--- config.mk ---
export PLATFORM = sky130hd
export DESIGN_NAME = fb_read_arbiter
export DESIGN_NICKNAME = d
export VERILOG_FILES = /design/src/rtl/fb_read_arbiter_pkg.sv /design/src/rtl/fb_read_arbiter_byte_sel.sv /design/src/rtl/fb_read_arbiter.sv
export SDC_FILE = /design/constraint.sdc
export NUM_CORES = 1
export LEC_CHECK = 0
export ABC_AREA = 1
export CAP_MARGIN = 20
export CELL_PAD_IN_SITES_DETAIL_PLACEMENT = 0
export CELL_PAD_IN_SITES_GLOBAL_PLACEMENT = 2
export CORE_AREA = 2 2 116 118
export DETAILED_ROUTE_END_ITERATION = 7
export DIE_AREA = 0 0 118 120
export PLACE_DENSITY_LB_ADDON = 0.1
export SYNTH_ARGS = -nofsm -noshare
export SYNTH_HDL_FRONTEND = slang
export SYNTH_SLANG_ARGS = --single-unit
--- constraint.sdc ---
create_clock -name pixclk_i -period 1.85 [get_ports pixclk_i]
set_input_delay 0.185 -clock pixclk_i [delete_from_list [all_inputs] [get_ports pixclk_i]]
set_output_delay 0.185 -clock pixclk_i [all_outputs]
set_load 0.02 [all_outputs]
--- src/rtl/fb_read_arbiter_pkg.sv ---
// Shared frame-buffer geometry and debug-reader FSM state encoding
// for the port-B read arbiter.
package fb_read_arbiter_pkg;

  localparam int FB_DEPTH_WORDS = 76800;
  localparam int FB_BYTES       = 4 * FB_DEPTH_WORDS;
  localparam int FB_ADDR_W      = 19;
  localparam int FB_WADDR_W     = FB_ADDR_W - 2;

  typedef enum logic [1:0] {
    DBG_IDLE,
    DBG_ISSUE,
    DBG_WAIT,
    DBG_ACK
  } dbg_state_e;

endpackage

--- src/rtl/fb_read_arbiter_byte_sel.sv ---
// Picks one greyscale byte out of a packed 4-pixel RAM word.
// Lane n is bits [8n+7:8n].
module fb_byte_sel (
  input  logic [31:0] word_i,
  input  logic [1:0]  lane_i,
  output logic [7:0]  byte_o
);

  always_comb begin
    byte_o = word_i[7:0];
    case (lane_i)
      2'd1:    byte_o = word_i[15:8];
      2'd2:    byte_o = word_i[23:16];
      2'd3:    byte_o = word_i[31:24];
      default: byte_o = word_i[7:0];
    endcase
  end

endmodule

--- src/rtl/fb_read_arbiter.sv ---
// Shares frame-buffer port B between the HDMI scan-out (fixed slots) and a
// req/ack debug reader. reset_i is asynchronous and active-low.
module fb_read_arbiter
  import fb_read_arbiter_pkg::*;
#(
  parameter int ADDR_W      = FB_ADDR_W,
  parameter int WADDR_W     = FB_WADDR_W,
  parameter int DEPTH_WORDS = FB_DEPTH_WORDS
) (
  input  logic               pixclk_i,
  input  logic               reset_i,
  input  logic               hdmi_active_i,
  input  logic [ADDR_W-1:0]  hdmi_addr_i,
  output logic [7:0]         pix_out_o,
  output logic [WADDR_W-1:0] ram_addr_o,
  output logic               ram_rd_o,
  input  logic [31:0]        ram_rdata_i,
  input  logic               dbg_req_i,
  input  logic [ADDR_W-1:0]  dbg_addr_i,
  output logic               dbg_ack_o,
  output logic [7:0]         dbg_data_o,
  output logic               dbg_oor_o
);

  localparam logic [31:0] BYTE_LIMIT = 32'(4 * DEPTH_WORDS);

  logic hdmi_slot;
  logic hdmi_in_range;
  logic dbg_in_range;

  assign hdmi_slot     = hdmi_active_i && (hdmi_addr_i[1:0] == 2'b00);
  assign hdmi_in_range = 32'(hdmi_addr_i) < BYTE_LIMIT;
  assign dbg_in_range  = 32'(dbg_addr_i) < BYTE_LIMIT;

  // HDMI side: lane/valid delayed two cycles to line up with the RAM word.
  logic        hv1_q, hv2_q;
  logic [1:0]  hlane1_q, hlane2_q;
  logic [31:0] hword_q;
  logic        hword_vld_q;
  logic [31:0] hdmi_word;
  logic [7:0]  hdmi_byte;

  always_ff @(posedge pixclk_i or negedge reset_i) begin
    if (!reset_i) begin
      hv1_q       <= 1'b0;
      hv2_q       <= 1'b0;
      hlane1_q    <= 2'd0;
      hlane2_q    <= 2'd0;
      hword_q     <= 32'd0;
      hword_vld_q <= 1'b0;
    end else begin
      hv1_q    <= hdmi_active_i && hdmi_in_range;
      hlane1_q <= hdmi_addr_i[1:0];
      hv2_q    <= hv1_q;
      hlane2_q <= hlane1_q;
      if (hv2_q && (hlane2_q == 2'd0)) begin
        hword_q     <= ram_rdata_i;
        hword_vld_q <= 1'b1;
      end else if (!hv2_q) begin
        hword_vld_q <= 1'b0;
      end
    end
  end

  // Lane 0 is served straight from the RAM output; lanes 1..3 from the held word.
  assign hdmi_word = (hlane2_q == 2'd0) ? ram_rdata_i : hword_q;

  fb_byte_sel u_hdmi_sel (
    .word_i (hdmi_word),
    .lane_i (hlane2_q),
    .byte_o (hdmi_byte)
  );

  assign pix_out_o = (hv2_q && ((hlane2_q == 2'd0) || hword_vld_q)) ? hdmi_byte : 8'd0;

  // Debug FSM and the shared RAM address register.
  dbg_state_e         state_q, state_d;
  logic [WADDR_W-1:0] ram_addr_q, ram_addr_d;
  logic               ram_rd_q, ram_rd_d;
  logic [1:0]         dbg_lane_q, dbg_lane_d;
  logic [7:0]         dbg_data_q, dbg_data_d;
  logic               dbg_oor_q, dbg_oor_d;
  logic [7:0]         dbg_byte;

  fb_byte_sel u_dbg_sel (
    .word_i (ram_rdata_i),
    .lane_i (dbg_lane_q),
    .byte_o (dbg_byte)
  );

  always_comb begin
    state_d    = state_q;
    ram_addr_d = ram_addr_q;
    ram_rd_d   = 1'b0;
    dbg_lane_d = dbg_lane_q;
    dbg_data_d = dbg_data_q;
    dbg_oor_d  = dbg_oor_q;

    if (hdmi_slot) begin
      ram_addr_d = hdmi_addr_i[ADDR_W-1:2];
      ram_rd_d   = 1'b1;
    end

    case (state_q)
      DBG_IDLE: begin
        // Slots are never adjacent, so a blocked request waits one cycle at most.
        if (dbg_req_i && !hdmi_slot) begin
          if (dbg_in_range) begin
            ram_addr_d = dbg_addr_i[ADDR_W-1:2];
            ram_rd_d   = 1'b1;
            dbg_lane_d = dbg_addr_i[1:0];
            dbg_oor_d  = 1'b0;
            state_d    = DBG_ISSUE;
          end else begin
            dbg_oor_d  = 1'b1;
            dbg_data_d = 8'd0;
            state_d    = DBG_ACK;
          end
        end
      end
      DBG_ISSUE: state_d = DBG_WAIT;
      DBG_WAIT: begin
        dbg_data_d = dbg_byte;
        state_d    = DBG_ACK;
      end
      DBG_ACK:   state_d = DBG_IDLE;
      default:   state_d = DBG_IDLE;
    endcase
  end

  always_ff @(posedge pixclk_i or negedge reset_i) begin
    if (!reset_i) begin
      state_q    <= DBG_IDLE;
      ram_addr_q <= '0;
      ram_rd_q   <= 1'b0;
      dbg_lane_q <= 2'd0;
      dbg_data_q <= 8'd0;
      dbg_oor_q  <= 1'b0;
    end else begin
      state_q    <= state_d;
      ram_addr_q <= ram_addr_d;
      ram_rd_q   <= ram_rd_d;
      dbg_lane_q <= dbg_lane_d;
      dbg_data_q <= dbg_data_d;
      dbg_oor_q  <= dbg_oor_d;
    end
  end

  assign ram_addr_o = ram_addr_q;
  assign ram_rd_o   = ram_rd_q;
  assign dbg_ack_o  = (state_q == DBG_ACK);
  assign dbg_data_o = dbg_data_q;
  assign dbg_oor_o  = dbg_oor_q;

endmodule

# [Yosys cells after proc, flatten, opt, wreduce, memory -nomap -nowiden]
# Cells that the tools add are included.
[totals] reg_bits=70 output_inout_bits=36 elab_cells=61
[op_classes] order_cmp=2 n_eq_ne=12 n_mux=21 reduce_logical=14
[op_table] operator="2-to-1 mux 17 bit" n=4
[op_table] operator="case mux 8 bit (3 select lines)" n=2
[op_table] operator="< comparator 19 bit, second input constant" n=2
[op_table] operator="2-to-1 mux 32 bit" n=1
[op_table] operator="2-to-1 mux 8 bit" n=3
[op_table] operator="case mux 8 bit (2 select lines)" n=1
[op_table] operator="== test 2 bit, second input constant" n=6
[op_table] operator="case mux 2 bit (4 select lines)" n=1
[op_table] operator="2-to-1 mux 1 bit" n=7
[op_table] operator="== test 2 x 1 -> 1 bit, second input constant" n=3
[op_table] operator="zero test 2 bit" n=3
[op_table] operator="AND reduction 3 bit" n=2
[op_table] operator="logical AND 1 bit" n=5
[op_table] operator="2-to-1 mux 2 bit" n=2
[op_table] operator="!= test 2 bit, second input constant" n=2
[op_table] operator="!= test 2 x 1 -> 1 bit, second input constant" n=1
[op_table] operator="AND reduction 2 bit" n=1
[op_table] operator="nonzero test 2 bit" n=1
[op_table] operator="zero test 1 bit" n=1
[op_table] operator="logical OR 1 bit" n=1

# [Longest topological paths before layout]
[depth] word_depth=6 ltp_mapped=9 mapped_depth_nobuf=9

# [Cells and area by module]
# Synthesis repeated with hierarchy kept, for this count alone.
[hier_totals] hier_cells=553 hier_area_um2=4007.6
[modules_own_cells] mod="fb_read_arbiter" instances=1 cells_per_inst=459 area_per_inst_um2=3479.6
[modules_own_cells] mod="fb_byte_sel" instances=2 cells_per_inst=47 area_per_inst_um2=264.0

# [Worst setup path before layout]
# OpenSTA, ideal clock, no wires.
[synth_path] path_type="register to output" from="register hlane2_q[0]" to="output port pix_out_o[0]" arrival_ps=1294 required_ps=1665 setup_slack_ps=371 path_stages_with_launch=7 path_buffers=2 cell_sequence="dfrtp_1 -> buf_4 -> inv_2 -> buf_2 -> nor2_2 -> nand2_1 -> a31oi_1"
[synth_between] elab_chain_cells=4
[synth_rtl] item="from (decl)" line_no="fb_read_arbiter.sv:37" rtl="logic [1:0] hlane1_q, hlane2_q;"
[synth_rtl] item="from (signal assigned)" line_no="fb_read_arbiter.sv:55" rtl="hlane2_q <= hlane1_q;"
[synth_rtl] item="zero test 2 bit" line_no="fb_read_arbiter.sv:66, fb_read_arbiter.sv:74"
[synth_rtl] item="2-to-1 mux 32 bit or logical OR 1 bit (tied branches)" line_no="fb_read_arbiter.sv:66, fb_read_arbiter.sv:74"
[synth_rtl] item="case mux 8 bit (3 select lines) or logical AND 1 bit (tied branches)" line_no="fb_read_arbiter_byte_sel.sv:11, fb_read_arbiter.sv:74"
[synth_rtl] item="2-to-1 mux 8 bit *" line_no="fb_read_arbiter.sv:74" rtl="assign pix_out_o = (hv2_q && ((hlane2_q == 2'd0) || hword_vld_q)) ? hdmi_byte : 8'd0;"
[synth_rtl] item="to (decl)" line_no="fb_read_arbiter.sv:14" rtl="output logic [7:0] pix_out_o,"
# Every way passes the cells marked *; elsewhere a longest branch is shown, timed or not.

# [Worst setup path after layout]
[layout_path] from="register hlane2_q[1]" to="output port pix_out_o[5]"
# The elaborated chain is that of the path after synthesis.

==> out/metrics.yaml <==
yosysUniqueCellTypes: 26
finalPower_mw: 6.47
arrival_ns: 1.56
drc: 0
fmax_mhz: 575
cts_buffers: 9
multi_input_area_um2: 1550
nets: 596
grt_max_degree: 63
rsz0062_at_grt: "no"
antenna_cells: 0
routed_via_density: 4.55
setup_viol: 0
vdd_drop_max_mv: 0.483
start_util: 0.256
cp-end-kind: "output port"
critical_path_class: "flip-flop to output port"
synthCells: 400
ys_seq_elements: 62
ys_warn_count: 0
syn-num-nets: 477
final-max-slew-violation-count: 0
insertion_delay_ns: 0.33
dieArea_um2: 14200
num_io_pins: 110
dpl.cell_count: 683
avgSynthCellArea_um2: 8.29
mostFrequentLayoutCells: "nand2_1 (126), clkdlybuf4s50_1 (100), dfrtp_1 (62)"
place_ws_ns: -0.171
holdWs_ns: 0.350
drive_gt1_frac: 0.134
grt_use_total: 0.172
drt_pass1_iterations: 4
outcome: "complete, no violations"
cts_root_buffer: "clkbuf_16"
antenna_found_initial: 0
ys_seq_area_frac: 0.468
place.gp.congestion: 0.823
powerDensity_nw_per_um2: 1310
cts_buffer_depth: 2
crit_fanout: 9
r2r_setup_slack_ns: 0.26
finalHoldViolations: 0
post_cts_buffers: 0
die_y_um: 120
finalCritPeriodShare: 0.941
drtIter0Drc: 158
row_count: 42
area_growth_pct: 48.8
critPathLaunchType: "flip-flop"
fillers: 1396
via_count: 3187
worst_slack_ns: 0.110
port-buffer-count: 109
grt_overflow: 0
clock_sinks: 62
grt_pass1_wl_um: 18500
grt_pass1_vias: 3399
hold_path_class: "flip-flop to flip-flop"
dp_hpwl_um: 8180
wl_per_cell_um: 16.3
layout_commonest_cell: "nand2_1"
synth_area_um2: 3320
min_period_ns: 1.74
clkSlewWorstSetupHoldPaths_ns: 0.05
maxCapViolations: 0
fin_skew_ns: 0.00509
cp_data_required_time_ns: 1.66
ant_nets: 0
relSlewSlack: 0.709
layoutNonFillerInstCount: 700
p_leak_nw: 2.34
h-tree-depth: 3
seq_area_um2: 1550
die-width_um: 118
routed_wl_um: 11400
core_um2: 13000
cts_tree: "yes"
worst_slew_pin_slew_ns: 0.437
[flip-flops by register name, indices dropped and copies added (netlist names)]
signal and flops:
hlane1_q 2, hlane2_q 2, ram_rd_o 1, hv1_q 1
state_q 2, dbg_lane_q 2, dbg_data_o 8, dbg_oor_o 1
hv2_q 1, hword_vld_q 1, hword_q 24, ram_addr_o 17
[stage by stage]
step	area [um^2]	utilization	setup TNS [ns]
2_1_floorplan	3320	-	0
3_3_place_gp	4660	0.359	-0.478
3_5_place_dp	4660	0.359	-0.765
4_1_cts	4950	0.381	0
5_1_grt	4940	0.380	0
6_report	4940	0.380	0
[power breakdown]
group          leakage (nW)  switching [mW]  internal, mW
Sequential            0.761           0.295          1.79
Clock                 0.137           0.597          1.02
Combinational          1.44            1.54          1.23
[worst max-delay path, cell delays in order (launching register included)]
cell	delay, ns
dfrtp_1	0.38
buf_4	0.18
nor2_4	0.19
nand2_1	0.10
a31oi_2	0.20
buf_4	0.17
[cell usage after synthesis]
cell type,instances,share of area
a31oi_1,9,0.017
clkbuf_1,5,0.0057
buf_1,2,0.0023
buf_4,6,0.014
nand2_4,2,0.0068
o21ai_0,40,0.060
nand3_1,39,0.059
mux2_1,4,0.014
nand2_2,1,0.0019
buf_6,5,0.017
buf_2,6,0.0091
nand3_4,1,0.0053
ha_1,3,0.011
dfrtp_1,62,0.47
nor2_2,1,0.0019
nand4_1,18,0.034
o211ai_1,1,0.0023
nor2_4,1,0.0034
nand2_1,128,0.14
a21boi_0,1,0.0023
a21oi_1,8,0.012
inv_1,18,0.020
a21oi_4,1,0.0049
mux2_4,12,0.054
inv_2,4,0.0045
nor2_1,22,0.025
[area by class of cell]
cell class,count,area share
Multi-Input combinational cell,292,0.314
Sequential cell,62,0.314
Timing Repair Buffer,132,0.253
Clock buffer,16,0.0570
Tap cell,176,0.0446
Inverter,22,0.0167
[final timing paths]
path / depth (start not counted) / from / end
min in group asynchronous: 3 / reset_i / hword_q[9]$_DFFE_PN0P_
worst max register to register: 7 / state_q[0]$_DFFE_PN0P_ / dbg_data_o[6]$_DFFE_PN0P_
worst max-delay path: 5 / hlane2_q[1]$_DFF_PN0_ / pix_out_o[5]
worst min register to register: 0 / hlane1_q[1]$_DFF_PN0_ / hlane2_q[1]$_DFF_PN0_
max in group asynchronous: 3 / reset_i / ram_addr_o[10]$_DFF_PN0_
worst min-delay path: 0 / hlane1_q[1]$_DFF_PN0_ / hlane2_q[1]$_DFF_PN0_
[routing by layer]
| metal | global-route usage | vias to the layer above | part of all wire |
|---|---|---|---|
| met4 | 0.0489 | 0 | 0.014 |
| met3 | 0.0594 | 12 | 0.066 |
| met5 | 0 | - | 0 |
| met1 | 0.208 | 1489 | 0.45 |
| met2 | 0.288 | 117 | 0.48 |
| li1 | - | 1569 | - |
[cell families (layout without fill, tap and decap cells)]
group,after synthesis,count (layout),share of synthesized area
compound gates,60,60,0.0988
fa+ha+maj,3,3,0.0113
buf+inv,46,170,0.0724
flops,62,62,0.468
mux,16,16,0.0679
simple gates,213,213,0.282
[timing repair]
action                                  in CTS  in global routing
pin swaps                                    1                  1
hold endpoints to repair                    62                  0
endpoints found under the setup margin       8                  6
resized for setup                           38                  9
hold buffers                                 1                  0
Power figures use the tool's default switching activity.
